$ cat src/rtl/display_share_arbiter.sv
// Round-robin time-share of one 4-digit display among n_req sources, with minimum dwell per owner.
// Optional DISPLAY_SHARE_OWNER_DIGIT_EN shows the owner index in the leftmost digit.
module display_share_arbiter #(
    parameter int          n_req        = 4,
    parameter int          dwell_cycles = 25_000_000,
    parameter logic [15:0] idle_number  = 16'h0000
) (
    input  logic                       clk,
    input  logic                       reset_p,
    input  logic [n_req-1:0]           req,
    input  logic [16*n_req-1:0]        number_in,
    output logic [n_req-1:0]           grant,
    output logic [n_req-1:0]           ack,
    output logic [$clog2(n_req)-1:0]   owner,
    output logic                       busy,
    output logic [15:0]                display_number
);
    localparam int OW = $clog2(n_req);
    localparam int CW = $clog2(dwell_cycles);
    localparam logic [CW-1:0] DWELL_LOAD = CW'(dwell_cycles - 1);

    typedef enum logic {ST_IDLE, ST_SHOW} state_t;

    state_t            state_q, state_d;
    logic [n_req-1:0]  grant_q, grant_d;
    logic [n_req-1:0]  ack_q, ack_d;
    logic [OW-1:0]     owner_q, owner_d;
    logic [OW-1:0]     last_q, last_d;
    logic [CW-1:0]     cnt_q, cnt_d;
    logic              busy_q, busy_d;
    logic [15:0]       display_q, display_d;

    logic [15:0]       src_num [n_req];
    logic [OW-1:0]     win_idx;
    logic [OW-1:0]     cand;
    logic              win_found;

    for (genvar gi = 0; gi < n_req; gi++) begin : g_src
        assign src_num[gi] = number_in[16*gi +: 16];
    end

    // First requester found scanning from last+1, wrapping modulo n_req.
    always_comb begin
        win_found = 1'b0;
        win_idx   = '0;
        cand      = '0;
        for (int k = 1; k <= n_req; k++) begin
            cand = OW'((int'(last_q) + k) % n_req);
            if (!win_found && req[cand]) begin
                win_found = 1'b1;
                win_idx   = cand;
            end
        end
    end

    always_comb begin
        state_d   = state_q;
        grant_d   = grant_q;
        ack_d     = '0;
        owner_d   = owner_q;
        last_d    = last_q;
        cnt_d     = cnt_q;
        display_d = idle_number;
        case (state_q)
            ST_IDLE: begin
                grant_d = '0;
                if (win_found) begin
                    state_d          = ST_SHOW;
                    owner_d          = win_idx;
                    last_d           = win_idx;
                    grant_d[win_idx] = 1'b1;
                    cnt_d            = DWELL_LOAD;
                end
            end
            ST_SHOW: begin
                if (!req[owner_q]) begin
                    state_d = ST_IDLE;
                    grant_d = '0;
                end else if (cnt_q != '0) begin
                    cnt_d = cnt_q - CW'(1);
                end else if (|(req & ~grant_q)) begin
                    // Dwell served and someone else is waiting: hand over with no idle gap.
                    owner_d          = win_idx;
                    last_d           = win_idx;
                    grant_d          = '0;
                    grant_d[win_idx] = 1'b1;
                    ack_d            = grant_q;
                    cnt_d            = DWELL_LOAD;
                end else begin
                    cnt_d = DWELL_LOAD;
                end
            end
            default: begin
                state_d = ST_IDLE;
                grant_d = '0;
            end
        endcase
        busy_d = |grant_d;
        if (state_d == ST_SHOW) begin
`ifdef DISPLAY_SHARE_OWNER_DIGIT_EN
            display_d = {{(4-OW){1'b0}}, owner_d, src_num[owner_d][11:0]};
`else
            display_d = src_num[owner_d];
`endif
        end
    end

    always_ff @(posedge clk) begin
        if (reset_p) begin
            state_q   <= ST_IDLE;
            grant_q   <= '0;
            ack_q     <= '0;
            owner_q   <= '0;
            last_q    <= OW'(n_req - 1);
            cnt_q     <= '0;
            busy_q    <= 1'b0;
            display_q <= idle_number;
        end else begin
            state_q   <= state_d;
            grant_q   <= grant_d;
            ack_q     <= ack_d;
            owner_q   <= owner_d;
            last_q    <= last_d;
            cnt_q     <= cnt_d;
            busy_q    <= busy_d;
            display_q <= display_d;
        end
    end

    assign grant          = grant_q;
    assign ack            = ack_q;
    assign owner          = owner_q;
    assign busy           = busy_q;
    assign display_number = display_q;

endmodule

$ cat config.mk
export PLATFORM = sky130hd
export DESIGN_NAME = display_share_arbiter
export DESIGN_NICKNAME = d
export VERILOG_FILES = /design/src/rtl/display_share_arbiter.sv
export SDC_FILE = /design/constraint.sdc
export NUM_CORES = 1
export LEC_CHECK = 0
export CORE_MARGIN = 1
export CORE_UTILIZATION = 40
export CTS_CLUSTER_SIZE = 25
export DETAILED_ROUTE_END_ITERATION = 7
export DONT_BUFFER_PORTS = 1
export GPL_ROUTABILITY_DRIVEN = 0
export PLACE_DENSITY = 0.64
export SYNTH_ARGS = -nofsm -noshare
export SYNTH_HDL_FRONTEND = slang
export SYNTH_SLANG_ARGS = --single-unit
$ cat constraint.sdc
create_clock -name clk -period 4.6 [get_ports clk]
set_input_delay 1.15 -clock clk [delete_from_list [all_inputs] [get_ports clk]]
set_output_delay 1.15 -clock clk [all_outputs]
set_load 0.01 [all_outputs]
== After elaboration in Yosys (flattened, before gate mapping) ==
Index checks and enable logic that the tools add are counted.
Storage, ports and cells
  ROM bits: 0
  flip-flop bits (word level): 55
  memories kept: 0
  bits in latches: 0
  memory bits (writable): 0
  bits of input ports: 70
Operators by class
  multipliers: 0
  divide/modulo/power cells: 0
  multiplexer cells: 45
  reductions and logical operators: 14
  bitwise gates (word level): 7
  eq/ne operators: 4
  shift-type cells: 0
  add/sub/neg operators: 5
  $lt $le $gt $ge: 8
Operator list (count)
  two-way mux 25 bit: 3
  case mux 25 bit (2 select lines): 1
  binary-select mux 16 bit (select 2 bit): 1
  two-way mux 16 bit: 2
  nonzero test 25 bit: 1
  subtractor 25 x 1 -> 25 bit, second input constant: 1
  two-way mux 2 bit: 12
  < comparator 2 x 3 -> 1 bit, second input constant: 6
  two-way mux 4 bit: 4
  two-way mux 1 bit: 12
  binary-select mux 1 bit (select 2 bit): 5
  case mux 2 bit (2 select lines): 2
  case mux 4 bit (2 select lines): 1
  OR reduction 4 bit: 2
  OR reduction 5 bit: 1
  adder 2 x 1 -> 2 bit, second input constant: 2
  adder 2 bit, second input constant: 2
  bitwise AND 4 bit: 1
  logical AND 1 bit: 4
  inequality test 2 x 1 -> 1 bit, second input constant: 2
  inequality test 2 bit, second input constant: 2
  inverter 1 bit: 4
  inverter 4 bit: 1
  AND reduction 4 bit: 1
  8 further kinds: 10

== Longest topological paths before layout ==
  depth after elaboration: 22
  mapped depth: 10

== Worst setup path before layout ==
OpenSTA, ideal clock, no wires.
  path type: input to register
  start point: input req[0]
  end point: register display_q[5] (netlist: display_number[5])
  data required time: 4.524 ns
  setup slack: 1.542 ns
  cell stages on the path: 8
  data arrival time: 2.982 ns
  cells stage by stage: nor2b_1 > a2111oi_0 > or4_4 > a31oi_1 > or3b_1 > buf_2 > buf_4 > o22ai_1
On the way
  cells in the longest elaborated chain, start to end: 20
Ends and longest elaborated chain
  start: declaration: line 10  | input logic [n_req-1:0] req,
  binary-select mux 1 bit (select 2 bit): line 49  | if (!win_found && req[cand]) begin
  two-way mux 1 bit (not written as such): line 49
  two-way mux 1 bit: line 49
  logical NOT 1 bit: line 49
  logical AND 1 bit: line 49
  two-way mux 1 bit: line 49
  logical NOT 1 bit: line 49
  logical AND 1 bit: line 49
  (+3 left out)
  two-way mux 2 bit: line 49
  two-way mux 2 bit: line 81  | end else if (|(req & ~grant_q)) begin
  two-way mux 2 bit: line 79  | end else if (cnt_q != '0) begin
  two-way mux 2 bit: line 76  | if (!req[owner_q]) begin
  case mux 2 bit (2 select lines): line 64  | case (state_q)
  inverter 2 -> 3 bit (not written as such): line 103  | display_d = src_num[owner_d];
  binary-select mux 16 bit (select 2 bit): line 103
  two-way mux 16 bit (not written as such) (2 in a row): line 103
  end signal: assignment: line 117  | display_q <= idle_number;
  end signal: assignment: line 126  | display_q <= display_d;
  end: declaration: line 31  | logic [15:0] display_q, display_d;
Several ways; a longest one is shown, not always the timed one. The select of a mux whose other input is x is not followed.
A chain may end at the register's enable or synchronous reset.

== Worst setup path after layout ==
  start point: register cnt_q[0]
  end point: register display_q[5] (netlist: display_number[5])
On the way
  cells in the longest elaborated chain, start to end: 8
Ends and longest elaborated chain
  start: declaration: line 29  | logic [CW-1:0] cnt_q, cnt_d;
  start signal: assignment: line 124  | cnt_q <= cnt_d;
  nonzero test 25 bit: line 79
  two-way mux 2 bit: line 79
  two-way mux 2 bit: line 76
  case mux 2 bit (2 select lines): line 64
  inverter 2 -> 3 bit (not written as such): line 103
  binary-select mux 16 bit (select 2 bit): line 103
  two-way mux 16 bit (not written as such) (2 in a row): line 103
No other way between the ends. The select of a mux whose other input is x is not followed.

==> metrics.md <==
| Metric | Value |
|---|---|
| Outcome | `finished, final reports clean` |
| Most frequent cells in the layout | `nand2_1, dfxtp_1, a22oi_1` |
| Root Driver | `clkbuf_8` |
| Clk Latency, worst-skew pair | `310 ps` |
| Die height | `98.8 um` |
| Post_cts resized | `0` |
| Number of setup violations in the final report | `0` |
| Fillers | `894` |
| Crit path max fanout | `35` |
| PD cells | `336 nW/um^2` |
| Syn_nets | `533` |
| Initial antenna violation count | `0` |
| Util after Layout | `0.429` |
| Tcrit/Tclk final | `0.775` |
| # DRC | `0` |
| Final TNS setup | `0 ps` |
| RR Endpoint | `display_number[5]` |
| Max-cap violations | `0` |
| Netlist cell types | `61` |
| CTS sink cnt | `55` |
| Final hold vios | `0` |
| Wire per inst | `19.2 um` |
| Share of the synthesized area in the top cell type | `0.294` |
| Clock skew | `8.84 ps` |
| I/O Pins | `97` |
| Fin crit period | `3560 ps` |
| 1st-pass router iterations | `5` |
| Mapped cell area | `3750 sq um` |
| Core area | `8890 sq um` |
| Unrepaired setup endpoints after global routing | `false` |
| Starting density of the core | `0.421` |
| CTS H-Tree Depth | `2` |
| Max-slew headroom | `0.388` |
| Layout cells sized above 1 | `0.0856` |
| Die X | `98.8 um` |
| Area contributors post-synth | `dfxtp_1, and4b_1, a311oi_1` |
| Largest area contributor in the netlist | `dfxtp_1` |
| EDFF count, synth | `0` |
| Via count | `3587` |
| Number of I/O port buffers | `0` |
| Post-Syn Instances | `462` |
| Syn Area/Cell | `8.11 sq um` |
| Maximum clock rate | `281 MHz` |
| DR iter-0 viols | `231` |
| Worst Hold Class | `flip-flop to flip-flop` |
| Final worst slack | `1040 ps` |
| Die area | `9760 sq um` |
| Pleak | `1.43 nW` |
| Vias in the first global route | `3165` |
| Worst r2r path cells | `9` |
| Final ANT Viol Nets | `0` |
| Most common cell after layout, fill and taps aside | `nand2_1` |
| Fin. max-slew vios | `0` |
| Worst min-delay path startpoint | `cnt_q[6]` |
| Register area share after synthesis | `0.294` |
| Setup slack after placement | `818 ps` |
| Yosys reg bits | `55` |
| CTS tree | `built` |
| Reg clk slew, reported paths | `110 ps` |
| DP HPWL | `6.76 mm` |
| Total CTS buffers | `5` |
| Syn. warnings | `0` |
| CP endpoint kind | `flip-flop` |
| Hold buffers post-CTS | `0` |
| WL final | `10.4 mm` |
| Clock Path Buffers | `2` |
| Hold Path Depth | `2` |
| Max VDD drop | `0.183 mV` |
| Area growth from synthesis to layout | `1.87%` |
| Kind of critical path | `flip-flop to flip-flop` |
| CP arrival | `3750 ps` |
| Gr ovfl total | `0` |
| Hold EP | `cnt_q[6]` |
| CP Data Required Time | `4790 ps` |
| Post-synth top flop | `dfxtp_1` |
| # diodes | `0` |
| Critical path startpoint category | `flip-flop` |
| GRT Total Usage | `0.208` |
| First-pass GRT wire length | `16.7 mm` |
| Ys async rst share | `0` |
| Largest net degree at the start of global routing | `68` |
| Via density | `6.64` |
| FF-to-FF setup slack | `1040 ps` |
| Reg2reg start | `cnt_q[0]` |
| Hold Slack | `490 ps` |
| Least-Margin Pin Slew | `895 ps` |
| Num rows | `34` |
| Post-CTS setup buffers | `0` |
| Nets | `502` |
==> how the worst max path moves through the flow <==
stage                     startpoint                 to  slack, ps  depth (start not counted)
after floorplan               req[0]  display_number[5]       1540                          8
after global placement        req[0]  display_number[5]        910                          7
after detailed placement      req[0]  display_number[5]        820                          7
after CTS                   cnt_q[0]  display_number[5]       1090                          9
after global routing          req[0]  display_number[5]        780                          7
final                       cnt_q[0]  display_number[5]       1040                          9
==> worst max-delay path, stage by stage (launching register included) <==
cell and delay (ps):
dfxtp_1 370, inv_1 70, ha_1 190, or3b_4 410, or4_4 530, or4_4 690
buf_4 310, and2_4 330, a311oi_1 410, o22ai_1 110
==> registers in the layout, indices dropped and copies added, names as in the netlist <==
register        flops
owner               2
state_q             1
grant               4
cnt_q              25
ack                 4
last_q              2
busy                1
display_number     16
==> stage by stage <==
step / power, W / cells / area (sq um)
after detailed placement: 0.00101 / 532 / 3730
final: 0.00128 / 540 / 3820
after global routing: 0.00136 / 540 / 3820
after floorplan: 0.000935 / 462 / 3750
after global placement: 0.000993 / 532 / 3730
after CTS: 0.00129 / 540 / 3820
==> power by group <==
group	total (W)	switching, W	internal, W
Sequential	0.000595	0.0000623	0.000532
Combinational	0.000408	0.000239	0.000170
Clock	0.000281	0.000171	0.000110
Total	0.00128	0.000472	0.000812
==> area by class of cell <==
type,count,area (sq um),area share
multi-input combinational,354,2410,0.631
inverter,8,30.0,0.00787
clock inverter,2,16.3,0.00426
clock buffer,6,72.6,0.0190
timing repair buffer,7,52.6,0.0138
tap,108,135,0.0354
sequential,55,1100,0.289
==> routing by layer <==
metal  global-route usage  vias to the layer above  wire length, um
met3               0.0525                        8              942
met1                0.292                     1709             4670
met4               0.0597                        0              124
li1                     -                     1734                -
met5                    0                        -                0
met2                0.314                      136             4640
==> synth_stat cells, types with 2 or more instances <==
library cell  instances
inv_1                 8
and4b_1              32
or4_1                 7
o22ai_1              16
nor3_1                7
a311oi_1             34
or4_4                 2
or2_2                 6
o21a_1                2
or3_1                 5
nand3_1               2
o21ai_1               2
a32oi_1               2
nand4_1               2
clkbuf_1             30
nor2_1               23
nor4_1                4
buf_6                 4
a211o_1               4
nand2b_1              4
a22oi_1              35
o21ai_0              16
xor2_1                2
a211oi_1              3
nor2b_1               7
a311oi_2              5
a21oi_1              20
o31a_1                2
dfxtp_1              55
a31oi_1               3
and2_1                6
xnor2_1               3
buf_2                 8
mux2i_1               2
nand2_1              72
o31ai_1               2
==> cells by family (layout without fill, tap and decap cells) <==
| family | count (synthesis) | after routing | share of synthesized area |
|---|---|---|---|
| flops | 55 | 55 | 0.294 |
| mux | 3 | 3 | 0.0114 |
| xor+xnor | 5 | 5 | 0.0117 |
| compound gates | 155 | 155 | 0.309 |
| simple gates | 190 | 190 | 0.304 |
| fa+ha+maj | 1 | 1 | 0.00334 |
| buf+inv | 53 | 23 | 0.0678 |
(Power assumes the default switching activity.)
